**src/rtl/serial_adder.sv**
```systemverilog
// Bit-serial adder: two half_adder cells form a full adder around a carry flop,
// operands shifted LSB-first one bit per clock, result presented with a done pulse.

module half_adder (
   input  logic a,
   input  logic b,
   output logic s,
   output logic c
);
   assign s = a ^ b;
   assign c = a & b;
endmodule

// state | meaning
// IDLE  | waiting for start; operands loaded on the accepting edge
// SHIFT | one operand bit added per clock, LSB first
// DONE  | result registered on entry; single-cycle done pulse
module serial_adder #(
   parameter int WIDTH = 8
) (
   input  logic             clk,
   input  logic             rst_n,
   input  logic             start,
   input  logic [WIDTH-1:0] a,
   input  logic [WIDTH-1:0] b,
   output logic             busy,
   output logic             done,
   output logic [WIDTH-1:0] sum,
   output logic             cout
);
   localparam int CW = $clog2(WIDTH + 1);
   localparam logic [CW-1:0] LAST = CW'(WIDTH - 1);

   typedef enum logic [1:0] {IDLE, SHIFT, DONE} state_t;

   state_t           state, state_nx;
   logic [WIDTH-1:0] sa, sb, acc, acc_sh;
   logic             cy;
   logic [CW-1:0]    cnt;
   logic             ha1_s, ha1_c, ha2_c, bit_s, carry_nx;
   logic             load, last;

   half_adder u_ha1 (.a(sa[0]), .b(sb[0]), .s(ha1_s), .c(ha1_c));
   half_adder u_ha2 (.a(ha1_s), .b(cy),    .s(bit_s), .c(ha2_c));

   assign carry_nx = ha1_c | ha2_c;

   // Shift-right with the new sum bit entering at the MSB; also correct for WIDTH=1.
   always_comb begin
      acc_sh            = acc >> 1;
      acc_sh[WIDTH-1]   = bit_s;
   end

   always_comb begin
      state_nx = state;
      load     = 1'b0;
      last     = 1'b0;
      case (state)
         IDLE: begin
            if (start) begin
               load     = 1'b1;
               state_nx = SHIFT;
            end
         end
         SHIFT: begin
            if (cnt == LAST) begin
               last     = 1'b1;
               state_nx = DONE;
            end
         end
         DONE:    state_nx = IDLE;
         default: state_nx = IDLE;
      endcase
   end

   always_ff @(posedge clk or negedge rst_n) begin
      if (!rst_n) begin
         state <= IDLE;
         busy  <= 1'b0;
         done  <= 1'b0;
      end else begin
         state <= state_nx;
         busy  <= (state_nx != IDLE);
         done  <= (state_nx == DONE);
      end
   end

   always_ff @(posedge clk or negedge rst_n) begin
      if (!rst_n) begin
         sa   <= '0;
         sb   <= '0;
         acc  <= '0;
         cy   <= 1'b0;
         cnt  <= '0;
         sum  <= '0;
         cout <= 1'b0;
      end else if (load) begin
         sa  <= a;
         sb  <= b;
         acc <= '0;
         cy  <= 1'b0;
         cnt <= '0;
      end else if (state == SHIFT) begin
         sa  <= sa >> 1;
         sb  <= sb >> 1;
         acc <= acc_sh;
         cy  <= carry_nx;
         cnt <= cnt + CW'(1);
         if (last) begin
            sum  <= acc_sh;
            cout <= carry_nx;
         end
      end
   end
endmodule

```
**config.mk**
```make
export PLATFORM = sky130hd
export DESIGN_NAME = serial_adder
export DESIGN_NICKNAME = d
export VERILOG_FILES = /design/src/rtl/serial_adder.sv
export SDC_FILE = /design/constraint.sdc
export NUM_CORES = 1
export LEC_CHECK = 0
export ABC_AREA = 0
export CORE_ASPECT_RATIO = 2
export CORE_UTILIZATION = 25
export CTS_CLUSTER_DIAMETER = 60
export DETAILED_ROUTE_END_ITERATION = 10
export PLACE_DENSITY = 0.49
export SYNTH_ARGS = -nofsm -noshare
export SYNTH_HDL_FRONTEND = slang
export SYNTH_SLANG_ARGS = --single-unit
export TNS_END_PERCENT = 1
```
**constraint.sdc**
```tcl
create_clock -name clk -period 1.9 [get_ports clk]
set_input_delay 0.285 -clock clk [delete_from_list [all_inputs] [get_ports clk]]
set_output_delay 0.285 -clock clk [all_outputs]
set_load 0.005 [all_outputs]
```
==> results of run 1 <==
[power breakdown]
group          switching, mW  internal (mW)
clock                  0.329          0.610
combinational          0.467          0.591
sequential             0.225           1.18
[metrics by stage]
stage / instances / hold WS [ns] / cell area, sq um
after floorplan: 158 / -0.0106 / 1800
after global placement: 276 / 0.396 / 2220
after detailed placement: 276 / 0.394 / 2220
after CTS: 283 / 0.0929 / 2380
after global routing: 283 / 0.113 / 2380
final: 283 / 0.0650 / 2380
[how the worst max path moves through the flow]
stage                               endpoint  depth (start not counted)  slack [ns]          startpoint
after floorplan           sum[0]$_DFFE_PN0P_                          4        0.41  cnt[0]$_DFFE_PN0P_
after global placement    cnt[3]$_DFFE_PN0P_                          4       -0.03               start
after detailed placement  cnt[3]$_DFFE_PN0P_                          4       -0.03               start
after CTS                 cnt[3]$_DFFE_PN0P_                          3        0.24  state[0]$_DFF_PN0_
after global routing      cnt[3]$_DFFE_PN0P_                          3        0.12  state[0]$_DFF_PN0_
final                     sum[6]$_DFFE_PN0P_                          4        0.30  cnt[0]$_DFFE_PN0P_
[registers in the layout (all words and copies together), names as in the netlist]
name	flops
busy	1
state	2
acc	7
cout	1
done	1
cnt	4
cy	1
sa	8
sum	8
sb	8
[cell families after synthesis]
logic type / after synthesis / share of synthesized area (%)
AO/OA/AOI/OAI: 61 / 21.6
flip-flops: 41 / 57.1
buffers and inverters: 16 / 3.90
multiplexers: 10 / 6.05
adder cells (fa/ha/maj): 2 / 1.81
AND/OR/NAND/NOR: 28 / 9.60
[layer usage]
metal	share of wire (%)	wire [um]
met5	0	0
met1	41	1660
met3	2.8	114
met4	2.0	84
met2	55	2240
[Yosys cell counts, types with 2 or more instances]
master and count:
a22o_1 7, dfrtp_1 41, nor2b_1 16, mux2i_1 3
o21ai_0 17, mux2_2 7, inv_1 6, a2bb2oi_1 2
buf_2 4, clkbuf_1 4, a21oi_1 15, nand2_1 6
a22oi_1 14
[layout make-up]
type | count | area share, %
clock buffers | 5 | 5.27
clock inverters | 2 | 1.47
inverters | 6 | 0.948
multi-input cells | 101 | 29.5
flip-flops and latches | 41 | 43.2
well taps | 90 | 4.74
repair buffers | 38 | 14.8
==> impl_metrics.csv, run 1 <==
group,metric,value,unit
status,status,"finished clean",
clock_tree,clkLatencyLatePin,0.28,ns
clock_tree,numCtsBuffers,5,
floorplan,core-area,6940,sq um
timing,setup-tns-final,0,ns
worst_setup_path,crit_required,2.07,ns
finish,diodes,0,
synthesis,synthCells,158,
floorplan,dieWidth,62.0,um
finish,final-seq-area,1030,sq um
finish,mostFrequentLayoutCells,"dfrtp_1, clkdlybuf4s50_1, o21ai_0",
worst_setup_path,path_cells,"ha_1 > nand2_1 > nor3_4 > mux2_2",
pwr,power_density,1430,nW/um^2
route,ant_nets,0,
worst_setup_path,crit_fanout,8,
global_route,grt_usage,12.6,%
worst_setup_path,critPathKind,"reg2reg",
worst_setup_path,path_buf_inv,0,
global_route,grt.overflow.total,0,
worst_setup_path,cpLargestDelayFamily,"simple AND/OR/NAND/NOR gates",
placed_design,pre_cts_ws,-0.0335,ns
floorplan,ios,30,
synthesis,synth_area,1800,sq um
finish,nets,214,
route,via_count,1315,
clock_tree,clockRootBuffer,"clkbuf_16",
synthesis,avgSynthCellArea,11.4,sq um
clock_tree,ctsResizeCount,0,
clock_tree,htree_levels,2,
route,via_per_inst,4.65,
clock_tree,cts_hold_buf,0,
floorplan,row_count,43,
floorplan,die_h,122,um
timing,fmax,625,MHz
global_route,grt_max_degree,42,
finish,multi_input_area,702,sq um
finish,final_util,34.2,%
placed_design,portBuffers,29,
timing,finalSetupViolCount,0,
floorplan,initial_core_util,25.9,%
synthesis,synth-seq-area-share,57.1,%
pwr,vdd_ir_drop_max,0.469,mV
timing,finalHoldViolations,0,
synthesis,synth.top_cell.area_share,57.1,%
timing,period_minus_slack,1.60,ns
global_route,use_met2,21.4,%
worst_hold_path,min_path_type,"in2async",
synthesis,ys_ff_latch,41,
synthesis,syn_nets,179,
synthesis,synth.distinct_cells,29,
timing,postLayoutSetupSlackWorst,0.300,ns
worst_setup_path,r2r-end,"sum[6]$_DFFE_PN0P_",
synthesis,synthFlopType,"dfrtp_1",
global_route,busiest_layer,"met2",
worst_setup_path,start_kind,"register",
clock_tree,max-clock-path-buffers,2,
placed_design,place.gp.congestion,0.714,
timing,slew_headroom,42.5,%
timing,maxSlewViolCount,0,
clock_tree,path_clk_slew,0.06,ns
pwr,power.leakage,0.996,nW
timing,clock_skew,0.00579,ns
global_route,grt_pass1_vias,1377,
flow_run,cap_violations,0,
worst_setup_path,r2r_cells,4,
worst_setup_path,crit_path_top_delay_cell,"dfrtp_1",
route,routed_wl,4100,um
finish,final_common_cell,"dfrtp_1",
timing,worst_pin_slew,0.861,ns
worst_setup_path,critical_path.max_stage_delay,0.40,ns
timing,rsz0062_at_grt,"no",
global_route,grt_pass1_wl,6870,um
route,post-route-drc-count,0,
placed_design,dp_hpwl,2770,um
synthesis,synthTopCellsByArea,"dfrtp_1, a22oi_1, nor2b_1",
synthesis,ys_warn_count,0,
global_route,antenna_found_initial,0,
synthesis,synth_top_area_cell,"dfrtp_1",
timing,min_period_over_period,84.2,%
finish,syn2layout_area_growth,32.2,%
worst_setup_path,end_kind,"register",
clock_tree,cts_sinks,41,
synthesis,synth-edff-count,0,
worst_setup_path,rrSetupSlack,0.30,ns
clock_tree,cts_tree,"yes",
floorplan,dieArea,7560,sq um
route,wl_per_cell,14.5,um
synthesis,synthArstFlopShare,100,%
worst_setup_path,r2r_start,"cnt[0]$_DFFE_PN0P_",
finish,nFillCells,709,
pwr,total_power,3.40,mW
finish,layout-drive-gt1-share,14.0,%
clock_tree,cts_setup_buffers,0,
route,drtIter0Drc,25,
global_route,met1_usage,14.4,%
route,drt_pass1_iterations,4,
worst_setup_path,cp.arrival,1.77,ns
global_route,use_met3,2.97,%
Power figures use the tool's default switching activity.
==> run 2: changes to the inputs <==
==> constraint.sdc (replaced) <==
create_clock -name clk -period 1.6 [get_ports clk]
set_input_delay 0.24 -clock clk [delete_from_list [all_inputs] [get_ports clk]]
set_output_delay 0.24 -clock clk [all_outputs]
set_load 0.005 [all_outputs]
==> run 2 against run 1 <==
Net effect: combinational power up 28%; final cell count up 1.8%; core utilization up 0.94 points; worst setup slack worse by 0.16 ns; worst hold slack worse by 0.036 ns; largest power group unchanged.
==> impl_metrics.csv, run 2 (synthesis gave the netlist of run 1 again) <==
group,metric,value,unit
global_route,antenna_found_initial,0,
finish,final-seq-area,1030,sq um
timing,min_period_over_period,91.5,%
worst_setup_path,path_cells,"ha_2 > nand2_1 > nor3_4 > buf_12 > mux2_2",
floorplan,dieWidth,62.0,um
clock_tree,cts_sinks,41,
placed_design,place.gp.congestion,0.741,
global_route,grt_pass1_vias,1328,
finish,final_common_cell,"dfrtp_1",
route,wl_per_cell,14.1,um
finish,mostFrequentLayoutCells,"dfrtp_1, clkdlybuf4s50_1, o21ai_0",
route,via_per_inst,4.64,
finish,syn2layout_area_growth,35.8,%
worst_setup_path,end_kind,"register",
timing,setup-tns-final,0,ns
worst_setup_path,critPathKind,"reg2reg",
pwr,power_density,1720,nW/um^2
global_route,grt_max_degree,42,
floorplan,dieArea,7560,sq um
route,via_count,1336,
floorplan,row_count,43,
pwr,seqPwrFrac,39.4,%
global_route,grt_pass1_wl,6860,um
timing,maxSlewViolCount,0,
worst_setup_path,crit_fanout,10,
timing,rsz0062_at_grt,"no",
route,post-route-drc-count,0,
pwr,swShare,29.8,%
worst_setup_path,crit_path_top_delay_cell,"dfrtp_1",
floorplan,die_h,122,um
pwr,vdd_ir_drop_max,0.761,mV
finish,nFillCells,707,
flow_run,cap_violations,0,
pwr,p_comb_share,32.4,%
worst_setup_path,crit_required,1.77,ns
pwr,clkPwrFrac,28.2,%
floorplan,core-area,6940,sq um
route,drtIter0Drc,15,
clock_tree,path_clk_slew,0.06,ns
clock_tree,clkLatencyLatePin,0.28,ns
worst_hold_path,min_path_type,"in2async",
route,ant_nets,0,
finish,nets,218,
pwr,p_sw,1.25,mW
status,status,"finished clean",
worst_setup_path,cpLargestDelayFamily,"flip-flops",
finish,reg_top3,"sa: 8 flops, sb: 8 flops, sum: 8 flops",
timing,period_minus_slack,1.46,ns
timing,clock_skew,0.00336,ns
finish,multi_input_area,708,sq um
worst_setup_path,start_kind,"register",
timing,slew_headroom,64.0,%
worst_setup_path,path_buf_inv,1,
route,drt_pass1_iterations,4,
placed_design,dp_hpwl,2790,um
finish,final_util,35.2,%
clock_tree,numCtsBuffers,5,
finish,layout-drive-gt1-share,17.2,%
global_route,grt.overflow.total,0,
timing,finalHoldViolations,0,
clock_tree,clockRootBuffer,"clkbuf_16",
clock_tree,htree_levels,2,
placed_design,portBuffers,29,
pwr,p_int,2.95,mW
timing,worst_pin_slew,0.539,ns
worst_setup_path,critical_path.max_stage_delay,0.37,ns
timing,finalSetupViolCount,0,
pwr,power.leakage,1.02,nW
clock_tree,cts_hold_buf,0,
worst_setup_path,cp.arrival,1.63,ns
global_route,grt_usage,12.6,%
finish,diodes,0,
route,routed_wl,4070,um
clock_tree,max-clock-path-buffers,2,
timing,fmax,683,MHz
clock_tree,cts_tree,"yes",
pwr,total_power,4.20,mW
floorplan,initial_core_util,25.9,%
floorplan,ios,30,
==> run 2: stage by stage <==
| stage | area [sq um] | hold slack [ns] | cells | setup slack [ns] |
|---|---|---|---|---|
| after CTS | 2420 | 0.0496 | 286 | 0.0872 |
| after floorplan | 1800 | -0.0556 | 158 | 0.112 |
| after detailed placement | 2240 | 0.350 | 278 | -0.291 |
| after global placement | 2240 | 0.355 | 278 | -0.271 |
| final | 2440 | 0.0292 | 288 | 0.135 |
| after global routing | 2440 | 0.0714 | 288 | 0.0385 |
==> run 2: area by class of cell <==
| cell class | instances | area share (%) |
|---|---|---|
| timing repair buffer | 42 | 16.2 |
| inverter | 6 | 0.923 |
| tap | 90 | 4.61 |
| sequential | 41 | 42.0 |
| multi-input combinational | 101 | 29.0 |
| clock buffer | 6 | 5.69 |
| clock inverter | 2 | 1.54 |
==> run 2: power groups by stage <==
stage               clock network (mW)  registers [mW]  logic [mW]
global route                      1.25            1.72        1.54
floorplan                            0            1.63       0.781
detailed placement                   0            1.68        1.35
global placement                     0            1.68        1.32
CTS                               1.22            1.67        1.35
finish                            1.18            1.66        1.36
==> run 2: worst reg2reg max path: stages, from the launching register on <==
cell and delay, ns:
dfrtp_1 0.37, ha_2 0.20, nand2_1 0.12, nor3_4 0.17, buf_12 0.16, mux2_2 0.33
==> run 2: timing repair <==
item,CTS,global route
setup endpoints to repair,2,7
gates resized for setup,1,1
setup buffers,0,2
pin swaps,0,0
==> run 2: metal layers <==
layer / vias to the layer above / GRT usage (%) / wire [um]
met1: 652 / 15.1 / 1700
met4: 0 / 5.42 / 85
li1: 645 / - / -
met5: - / 0 / 0
met3: 6 / 2.65 / 124
met2: 33 / 20.9 / 2160
==> run 2: worst paths after layout <==
path                            depth (start not counted)               start                 end  slack [ns]
min in group clk                                        1  acc[1]$_DFFE_PN0P_  acc[1]$_DFFE_PN0P_        0.50
worst max-delay path                                    5  cnt[1]$_DFFE_PN0P_  sum[0]$_DFFE_PN0P_        0.14
max in group asynchronous                               2               rst_n  acc[2]$_DFFE_PN0P_        1.20
worst min-delay path                                    2               rst_n  sum[7]$_DFFE_PN0P_        0.03
worst min register to register                          1  acc[1]$_DFFE_PN0P_  acc[1]$_DFFE_PN0P_        0.50
worst max register to register                          5  cnt[1]$_DFFE_PN0P_  sum[0]$_DFFE_PN0P_        0.14
